## config.mk

```make
export PLATFORM = sky130hd
export DESIGN_NAME = az_pipe_stage
export DESIGN_NICKNAME = d
export VERILOG_FILES = /design/src/rtl/az_pipe_pkg.sv /design/src/rtl/az_pipe_slot.sv /design/src/rtl/az_pipe_stage.sv
export SDC_FILE = /design/constraint.sdc
export NUM_CORES = 1
export LEC_CHECK = 0
export CAP_MARGIN = 20
export CORE_MARGIN = 2
export CORE_UTILIZATION = 45
export DETAILED_ROUTE_END_ITERATION = 8
export PLACE_DENSITY = 0.81
export SYNTH_ARGS = -nofsm -noshare
export SYNTH_HDL_FRONTEND = slang
export SYNTH_SLANG_ARGS = --single-unit
```

## constraint.sdc

```tcl
create_clock -name cpu_clk -period 5.15 [get_ports cpu_clk]
set_input_delay 1.03 -clock cpu_clk [delete_from_list [all_inputs] [get_ports cpu_clk]]
set_output_delay 1.03 -clock cpu_clk [all_outputs]
set_load 0.005 [all_outputs]
```

## src/rtl/az_pipe_pkg.sv

```systemverilog
// az_pipe_pkg: shared types and constants for the az_cpu pipeline stage registers.
package az_pipe_pkg;

    localparam int unsigned PIPE_PC_W   = 30;
    localparam int unsigned PIPE_DATA_W = 32;
    localparam int unsigned PIPE_CTRL_W = 8;
    localparam int unsigned PIPE_EXP_W  = 3;

    // Control value for empty/killed entries: bit0 is gpr_wen, active-low.
    localparam logic [PIPE_CTRL_W-1:0] PIPE_CTRL_KILL = 8'h01;

    localparam logic [PIPE_EXP_W-1:0] EXP_NONE       = 3'd0;
    localparam logic [PIPE_EXP_W-1:0] EXP_MISS_ALIGN = 3'd4;

    typedef enum logic [1:0] {
        ST_EMPTY = 2'd0,
        ST_BUSY  = 2'd1,
        ST_FULL  = 2'd2
    } pipe_st_t;

    // Instruction record template at the default widths.
    typedef struct packed {
        logic [PIPE_PC_W-1:0]   pc;
        logic                   br_flag;
        logic [PIPE_CTRL_W-1:0] ctrl;
        logic [PIPE_EXP_W-1:0]  exp;
        logic [PIPE_DATA_W-1:0] data;
    } pipe_rec_t;

endpackage

```

## src/rtl/az_pipe_slot.sv

```systemverilog
// az_pipe_slot: one payload register entry with load and clear enables.
module az_pipe_slot #(
    parameter int unsigned   W       = 8,
    parameter logic [W-1:0]  RST_VAL = '0
) (
    input  logic         cpu_clk,
    input  logic         cpu_rst,
    input  logic         load,
    input  logic         clear,
    input  logic [W-1:0] d,
    output logic [W-1:0] q
);

    // Clear wins over load so a flush never lets a record slip in.
    always_ff @(posedge cpu_clk or posedge cpu_rst) begin
        if (cpu_rst) begin
            q <= RST_VAL;
        end else if (clear) begin
            q <= RST_VAL;
        end else if (load) begin
            q <= d;
        end
    end

endmodule

```

## src/rtl/az_pipe_stage.sv

```systemverilog
// az_pipe_stage: valid/ready pipeline stage register with stall, flush and
// exception injection. Define AZ_PIPE_SKID_EN for the two-entry skid variant
// with a registered in_ready.
module az_pipe_stage
    import az_pipe_pkg::*;
#(
    parameter int unsigned        PC_W      = PIPE_PC_W,
    parameter int unsigned        DATA_W    = PIPE_DATA_W,
    parameter int unsigned        CTRL_W    = PIPE_CTRL_W,
    parameter logic [CTRL_W-1:0]  CTRL_KILL = CTRL_W'(PIPE_CTRL_KILL),
    parameter int unsigned        EXP_W     = PIPE_EXP_W
) (
    input  logic              cpu_clk,
    input  logic              cpu_rst,
    input  logic              stall,
    input  logic              flush,
    input  logic              in_valid,
    output logic              in_ready,
    input  logic [PC_W-1:0]   in_pc,
    input  logic              in_br_flag,
    input  logic [CTRL_W-1:0] in_ctrl,
    input  logic [EXP_W-1:0]  in_exp,
    input  logic [DATA_W-1:0] in_data,
    input  logic              exc_req,
    input  logic [EXP_W-1:0]  exc_code,
    output logic              out_valid,
    output logic [PC_W-1:0]   out_pc,
    output logic              out_br_flag,
    output logic [CTRL_W-1:0] out_ctrl,
    output logic [EXP_W-1:0]  out_exp,
    output logic [DATA_W-1:0] out_data,
    input  logic              out_ready
);

    localparam int unsigned      REC_W   = PC_W + 1 + CTRL_W + EXP_W + DATA_W;
    localparam logic [REC_W-1:0] REC_RST = {PC_W'(0), 1'b0, CTRL_KILL, EXP_W'(0), DATA_W'(0)};

    pipe_st_t         state;
    pipe_st_t         next_state;
    logic             in_fire;
    logic             out_fire;
    logic [REC_W-1:0] cap_rec;
    logic [REC_W-1:0] head_d;
    logic [REC_W-1:0] head_q;
    logic             head_load;
`ifdef AZ_PIPE_SKID_EN
    logic             skid_load;
    logic [REC_W-1:0] skid_q;
`endif

    assign out_fire = out_valid & out_ready & ~stall;
    assign in_fire  = in_valid & in_ready & ~flush;

    // Record to store: an upstream exception wins, else a local one kills the payload.
    always_comb begin
        cap_rec = {in_pc, in_br_flag, in_ctrl, in_exp, in_data};
        if ((in_exp == EXP_W'(EXP_NONE)) && exc_req) begin
            cap_rec = {in_pc, in_br_flag, CTRL_KILL, exc_code, DATA_W'(0)};
        end
    end

    // Next state and slot load enables; flush overrides everything.
    always_comb begin
        next_state = state;
        head_load  = 1'b0;
        head_d     = cap_rec;
`ifdef AZ_PIPE_SKID_EN
        skid_load  = 1'b0;
`endif
        case (state)
            ST_EMPTY: begin
                head_load = in_fire;
                if (in_fire) next_state = ST_BUSY;
            end
            ST_BUSY: begin
                head_load = in_fire & out_fire;
`ifdef AZ_PIPE_SKID_EN
                skid_load = in_fire & ~out_fire;
`endif
                if (out_fire && !in_fire) next_state = ST_EMPTY;
`ifdef AZ_PIPE_SKID_EN
                else if (in_fire && !out_fire) next_state = ST_FULL;
`endif
            end
`ifdef AZ_PIPE_SKID_EN
            ST_FULL: begin
                head_load = out_fire;
                head_d    = skid_q;
                if (out_fire) next_state = ST_BUSY;
            end
`endif
            default: next_state = ST_EMPTY;
        endcase
        if (flush) next_state = ST_EMPTY;
    end

    // State register.
    always_ff @(posedge cpu_clk or posedge cpu_rst) begin
        if (cpu_rst) state <= ST_EMPTY;
        else         state <= next_state;
    end

    // Registered head-valid flag.
    always_ff @(posedge cpu_clk or posedge cpu_rst) begin
        if (cpu_rst) out_valid <= 1'b0;
        else         out_valid <= (next_state != ST_EMPTY);
    end

`ifdef AZ_PIPE_SKID_EN
    // Registered ready: low while both entries are occupied, and held low in reset.
    always_ff @(posedge cpu_clk or posedge cpu_rst) begin
        if (cpu_rst) in_ready <= 1'b0;
        else         in_ready <= (next_state != ST_FULL);
    end

    az_pipe_slot #(.W(REC_W), .RST_VAL(REC_RST)) u_skid (
        .cpu_clk (cpu_clk),
        .cpu_rst (cpu_rst),
        .load    (skid_load),
        .clear   (flush),
        .d       (cap_rec),
        .q       (skid_q)
    );
`else
    assign in_ready = ~out_valid | (out_ready & ~stall);
`endif

    az_pipe_slot #(.W(REC_W), .RST_VAL(REC_RST)) u_head (
        .cpu_clk (cpu_clk),
        .cpu_rst (cpu_rst),
        .load    (head_load),
        .clear   (flush),
        .d       (head_d),
        .q       (head_q)
    );

    assign {out_pc, out_br_flag, out_ctrl, out_exp, out_data} = head_q;

endmodule

```

-- Word level (Yosys, flattened, before mapping)
Index checks and enable logic that the tools add are counted.
- flip-flop bits (word level): 77
- latch bits: 0
- bits in writable memories: 0
- memory bits (read-only): 0
- input bits: 84
- output and inout port bits: 76
- memories: 0
- add/sub/neg operators: 0
- $mul: 0
- div/mod/pow operators: 0
- $lt $le $gt $ge: 0
- equality and inequality tests: 1
- shifts and indexed selects: 0
- muxes and demuxes: 8
- bitwise operators: 10
- reductions and logical operators: 7
- operators with widths (cell ; count):
    2-to-1 mux 74 bit ; 2
    2-to-1 mux 43 bit ; 1
    AND 1 bit ; 6
    2-to-1 mux 2 bit ; 3
    case mux 2 bit (2 select lines) ; 1
    nonzero test 2 bit ; 2
    logical NOT 3 bit ; 1
    NOT 1 bit ; 3
    equality test 2 x 1 -> 1 bit (second input constant) ; 1
    logical AND 1 bit ; 2
    logical NOT 2 bit ; 1
    case mux 1 bit (2 select lines) ; 1
    logical NOT 1 bit ; 1
    OR 1 bit ; 1

-- Depth between registers and ports, before layout
Gate-level depths: netlist of run 1.
- depth in word-level cells: 11
- mapped depth: 6

-- Hierarchy
A second synthesis of run 1 with hierarchy kept.
- cells, all modules: 301
- area total of the unflattened synthesis: 3502.1 µm²
- by module, submodules not included (module ; instances ; cells each ; area an instance (µm²) ; seq. area each (µm²)):
    az_pipe_slot ; 1 ; 239 ; 3046.7 ; 1853.0
    az_pipe_stage ; 1 ; 62 ; 455.4 ; 75.1

-- Worst setup path before layout of run 1
OpenSTA, ideal clock, no wires.
- path kind: input to output
- start: input out_ready
- end: output in_ready
- data arrival time: 1.220 ns
- data required time: 4.120 ns
- slack: 2.900 ns
- stages on the path: 2
- cell sequence: inv_1 > o21ai_2
- word-level cells in the longest chain between the ends: 2
- RTL lines (what ; line ; source):
    start, declared ; az_pipe_stage.sv:32 ; input logic out_ready
    AND 1 bit ; az_pipe_stage.sv:125 ; assign in_ready = ~out_valid | (out_ready & ~stall);
    OR 1 bit ; az_pipe_stage.sv:125 ;
    end, declared ; az_pipe_stage.sv:18 ; output logic in_ready,
Every way passes these cells.

-- Worst setup path after layout of run 1
Ends and elaborated chain as after synthesis.

==> results of run 1 <==
==> power by group through the flow <==
stage	Combinational [W]	Sequential [W]	Clock [W]
after CTS	0.000236	0.000653	0.000524
after global routing	0.000251	0.000656	0.000553
after floorplan	0.0000883	0.000666	0
final	0.000232	0.000653	0.000509
after detailed placement	0.000235	0.000664	0
after global placement	0.000232	0.000662	0
==> routing by layer <==
| layer | GRT usage | vias to the layer above |
|---|---|---|
| li1 | - | 1298 |
| met1 | 0.269 | 1326 |
| met2 | 0.306 | 95 |
| met3 | 0.0516 | 5 |
| met4 | 0.0515 | 0 |
| met5 | 0 | - |
==> final cells by class <==
cell class	count	area, um^2	share of cell area
clock buffer	12	155	0.0284
clock inverter	4	70.1	0.0128
inverter	4	16.3	0.00298
multi-input combinational	203	1540	0.282
sequential	77	1930	0.353
tap	102	128	0.0233
timing repair buffer	163	1630	0.298
==> kinds of logic (layout without fill, tap and decap cells) <==
logic type / Yosys count / count (layout)
mux: 74 / 74
simple gates: 121 / 121
other cells: 1 / 1
buf+inv: 24 / 183
flops: 77 / 77
compound gates: 7 / 7
==> registers in the layout, indices dropped and copies added, names as in the netlist <==
signal	count
out_valid	1
u_head.q	74
state	2
==> through the flow <==
step,hold slack (ps),util,std cells
floorplan,500,-,304
global placement,520,0.678,549
detailed placement,531,0.678,549
CTS,540,0.707,565
global route,563,0.707,565
finish,540,0.707,565
==> worst max-delay path, cell delays in order <==
cell	delay, ps
clkdlybuf4s50_1	480
inv_1	50
o21ai_2	160
clkdlybuf4s50_1	520
==> path summary, 6_finish.rpt <==
path / startpoint / to / slack, ps / cells past startpoint
setup reg to reg: out_valid / u_head.q[72] / 3440 / 5
hold / removal: state[1] / out_valid / 540 / 2
hold reg to reg: state[1] / out_valid / 540 / 2
setup / recovery: out_ready / in_ready / 1880 / 4
min in group asynchronous: cpu_rst / u_head.q[17] / 1070 / 2
max in group asynchronous: cpu_rst / u_head.q[35] / 3100 / 3
==> cell usage in the layout (no fill, tap or decap), drive strengths merged <==
| master | synthesis | layout |
|---|---|---|
| inv | 4 | 3 |
| a21boi | 2 | 2 |
| dfstp | 1 | 1 |
| nand2 | 42 | 42 |
| dfrtp | 76 | 76 |
| clkbuf | 10 | 12 |
| nand2b | 42 | 42 |
| nand4 | 1 | 1 |
| mux2i | 43 | 43 |
| nor2b | 32 | 32 |
| clkinv | 0 | 3 |
| clkdlybuf4s50 | 0 | 158 |
| bufinv | 0 | 2 |
| nor2 | 3 | 3 |
| buf | 10 | 5 |
| conb | 1 | 1 |
| mux2 | 31 | 31 |
| o21ai | 1 | 1 |
| nand3b | 1 | 1 |
| a21oi | 1 | 1 |
| a31oi | 3 | 3 |
==> flow_summary.ini, run 1 <==
[outcome]
status = complete, no violations

[cts]
h-tree-depth = 3
clock_latency_ps = 330
cts_setup_buffers = 0
ctsHoldBuffers = 0
cts_resized = 0
clkSlewWorstSetupHoldPaths_ps = 70
cts_buffers = 9
root_buffer = clkbuf_8
cts_buffer_depth = 2
cts_tree = done
cts_sinks = 77

[timing]
finalSetupTns_ps = 0
timing.fmax_ghz = 0.305
min_period_ps = 3270
worst_pin_slew_ps = 743
setup_viol = 0
hold_violations = 0
slew_violations = 0
fin_crit_sh = 0.636
rsz0062_at_grt = no
setup_slack_ps = 1880
skew_ps = 5.62
relSlewSlack = 0.504

[die]
num_rows = 32
fp.coreArea_um2 = 7730
initial_utilization = 0.465
dieArea_um2 = 8720
die_x_um = 93.4
ios = 160
die_height_um = 93.4

[logic_synthesis]
synthMuxAreaShare = 0.235
synth-async-reset-ratio = 1.00
synth_largest_area_cell = dfrtp_1
yosys_warnings = 0
seq_area_frac_synth = 0.537
synth-compound-area-share = 0.0132
synth_top_area_share = 0.529
synth-xor-area-share = 0
synth_area_leaders = dfrtp_1, mux2i_1, nand2b_1
synth_nets = 388
syn_area_um2 = 3590
synth-simple-area-share = 0.180
ys.flop_type = dfrtp_1
synth.avg_cell_area_um2 = 11.8
synth_adder_area_share = 0
synth_top_family_by_area = multiplexers
ys_types = 21
syn-instance-count = 304
synth_edf_count = 0
synth_most_common_cell = dfrtp_1
synth_seq_cells = 77
synth_common_cells = dfrtp_1, mux2i_1, nand2_1, nand2b_1, nor2b_1

[routing]
wl_met2_mm = 3.92
route.vias.total = 2724
wl_mm = 8.39
met1_length_mm = 3.78
routed.top_layer = met4
met3_length_um = 626
via_per_inst = 4.82
wl_per_cell_um = 14.8
drt_iter0_drc = 112
drt_first_pass_iters = 4
post-route-drc-count = 0
ant_nets = 0

[finish]
final_layout_size_suffix_gt1_frac = 0.117
final_nets = 542
fill_cells = 567
diodes = 0
stdcell_area_um2 = 5470
syn_to_final_growth_pct = 52.1

[placement]
pre_cts_slack_ps = 1870
port_buffers = 159
gp_congestion = 0.701
dp_hpwl_mm = 5.61
dpl_cell_area_um2 = 5240

[setup_path]
end_kind = output pin
critPathKind = in -> out
critPathMaxFanout = 3
arrival_ps = 2240
critPathRequiredTime_ps = 4120
cp-start-kind = primary input

[grt]
grt_pass1_wl_mm = 13.6
grt_util_all_layers = 0.195
overflow = 0
grt_antenna_before_repair = 0
grt_pass1_vias = 2778
grt_max_degree = 75

[pwr]
power_leakage_nw = 2.75
pwr-share-clk = 0.365
seqPwrFrac = 0.468
vdd_drop_max_uv = 127
combPwrFrac = 0.167
power_density_nw_per_um2 = 255
p_sw_frac = 0.220
switchingPower_w = 0.000306
total_power_w = 0.00139
p_int_w = 0.00109

[worst_hold_path]
hold_path_class = reg -> reg

[flow_run]
maxCapViolCount = 0
Note: power is estimated with default switching activity, not from simulation.
==> inputs of run 2 (changes only) <==
CORE_UTILIZATION = 42   (was 45)
PLACE_DENSITY = 0.76   (was 0.81)
clock period = 3.1 ns   (was 5.15 ns; I/O delays follow)
==> run 2 against run 1 <==
Clock-buffer cell count stayed put. Die area is 6.8% higher. First-iteration DRC count is 17% lower. Highest routed layer unchanged. Sequential power is 65% higher. Sequential share of layout area is 0.21 points lower.
==> flow_summary.ini, run 2 (synthesis gave the netlist of run 1 again) <==
[outcome]
status = complete, no violations

[finish]
final_layout_size_suffix_gt1_frac = 0.118
layout_commonest_cell = clkdlybuf4s50_1
diodes = 0
top_regs = u_head.q: 74 flops, state: 2 flops, out_valid: 1 flops
final_nets = 544
largest_register = u_head.q
syn_to_final_growth_pct = 53.0
layout_common_cells = clkdlybuf4s50_1, dfrtp_1, mux2i_1
largest_register_ffs = 74
stdcell_area_um2 = 5500
fill_cells = 668

[routing]
ant_nets = 0
route.vias.total = 2707
via_per_inst = 4.75
drt_first_pass_iters = 4
wl_mm = 8.50
drt_iter0_drc = 93
wl_per_cell_um = 14.9
post-route-drc-count = 0

[die]
dieArea_um2 = 9310
initial_utilization = 0.435
die_height_um = 96.5
fp.coreArea_um2 = 8260
num_rows = 33
die_x_um = 96.5
ios = 160

[placement]
dpl_cell_area_um2 = 5260
dp_hpwl_mm = 5.83
gp_congestion = 0.729
port_buffers = 159

[timing]
rsz0062_at_grt = no
worst_pin_slew_ps = 656
finalSetupTns_ps = 0
min_period_ps = 2470
skew_ps = 7.62
setup_viol = 0
fin_hold_ws_ps = 547
fin_crit_sh = 0.796
timing.fmax_ghz = 0.405
slew_violations = 0
relSlewSlack = 0.563
hold_violations = 0

[pwr]
power_leakage_nw = 2.76
power_density_nw_per_um2 = 432
vdd_drop_max_uv = 245
total_power_w = 0.00237

[setup_path]
critPathMaxFanout = 3
critPathRequiredTime_ps = 2480
cp-start-kind = primary input
r2r-end = u_head.q[72]
ff2ff_setup_slack_ps = 1380
reg2reg_from = out_valid
r2r_cells = 5
crit_path_start = out_ready
end_kind = output pin
critPathKind = in -> out
arrival_ps = 1850

[cts]
cts_resized = 0
cts_setup_buffers = 0
ctsHoldBuffers = 0
clock_latency_ps = 330
h-tree-depth = 3
root_buffer = clkbuf_8
cts_buffers = 9
cts_buffer_depth = 2
cts_sinks = 77
cts_tree = done
clkSlewWorstSetupHoldPaths_ps = 80

[worst_hold_path]
min_path_cells = 2
hp-start = u_head.q[26]
hold_path_class = reg -> reg
hold-path-endpoint = u_head.q[26]

[grt]
grt_pass1_vias = 2823
grt_util_all_layers = 0.181
grt_pass1_wl_mm = 13.1
grt_max_degree = 75
overflow = 0
grt_antenna_before_repair = 0

[flow_run]
maxCapViolCount = 0
==> run 2: cell count changes in the layout (fill, tap and decap cells not counted) <==
| cell | previous run | this run |
|---|---|---|
| clkbuf_1 | 1 | 2 |
| clkbuf_8 | 11 | 10 |
| inv_2 | 0 | 1 |
| clkinv_2 | 3 | 1 |
| buf_4 | 3 | 5 |
| bufinv_16 | 2 | 3 |
==> run 2: per-stage QoR <==
stage | util | worst slack (ps) | std cells
6_report | 0.666 | 633 | 570
5_1_grt | 0.666 | 579 | 570
4_1_cts | 0.666 | 621 | 570
3_5_place_dp | 0.637 | 626 | 554
3_3_place_gp | 0.637 | 659 | 554
2_1_floorplan | - | 515 | 304
==> run 2: critical path, cell delays in order <==
cell	delay (ps)
clkdlybuf4s50_1	490
inv_1	50
o21ai_2	160
clkdlybuf4s50_1	520
==> run 2: layer usage <==
| layer | vias to the layer above | track usage | wire length (um) |
|---|---|---|---|
| li1 | 1300 | - | - |
| met1 | 1308 | 0.225 | 3660 |
| met2 | 92 | 0.304 | 4060 |
| met3 | 7 | 0.0551 | 714 |
| met4 | 0 | 0.0563 | 70 |
| met5 | - | 0 | 0 |
==> run 2: how the worst max path moves through the flow <==
stage | end | slack, ps
2_1_floorplan | out_valid | 510
3_3_place_gp | in_ready | 660
3_5_place_dp | in_ready | 630
4_1_cts | in_ready | 620
5_1_grt | in_ready | 580
6_report | in_ready | 630
==> run 2: final cells by class <==
cell class                 instances  area (um^2)  area share
clock buffer                      12          145      0.0264
clock inverter                     4         95.1      0.0173
inverter                           4         15.0     0.00273
multi-input combinational        203         1540       0.280
sequential                        77         1930       0.351
tap                              105          131      0.0239
timing repair buffer             165         1640       0.299
==> run 2: power by group <==
group | switching, W | total [W] | internal, W
sequential | 0.0000277 | 0.00108 | 0.00106
combinational | 0.000132 | 0.000387 | 0.000255
clock | 0.000346 | 0.000903 | 0.000557
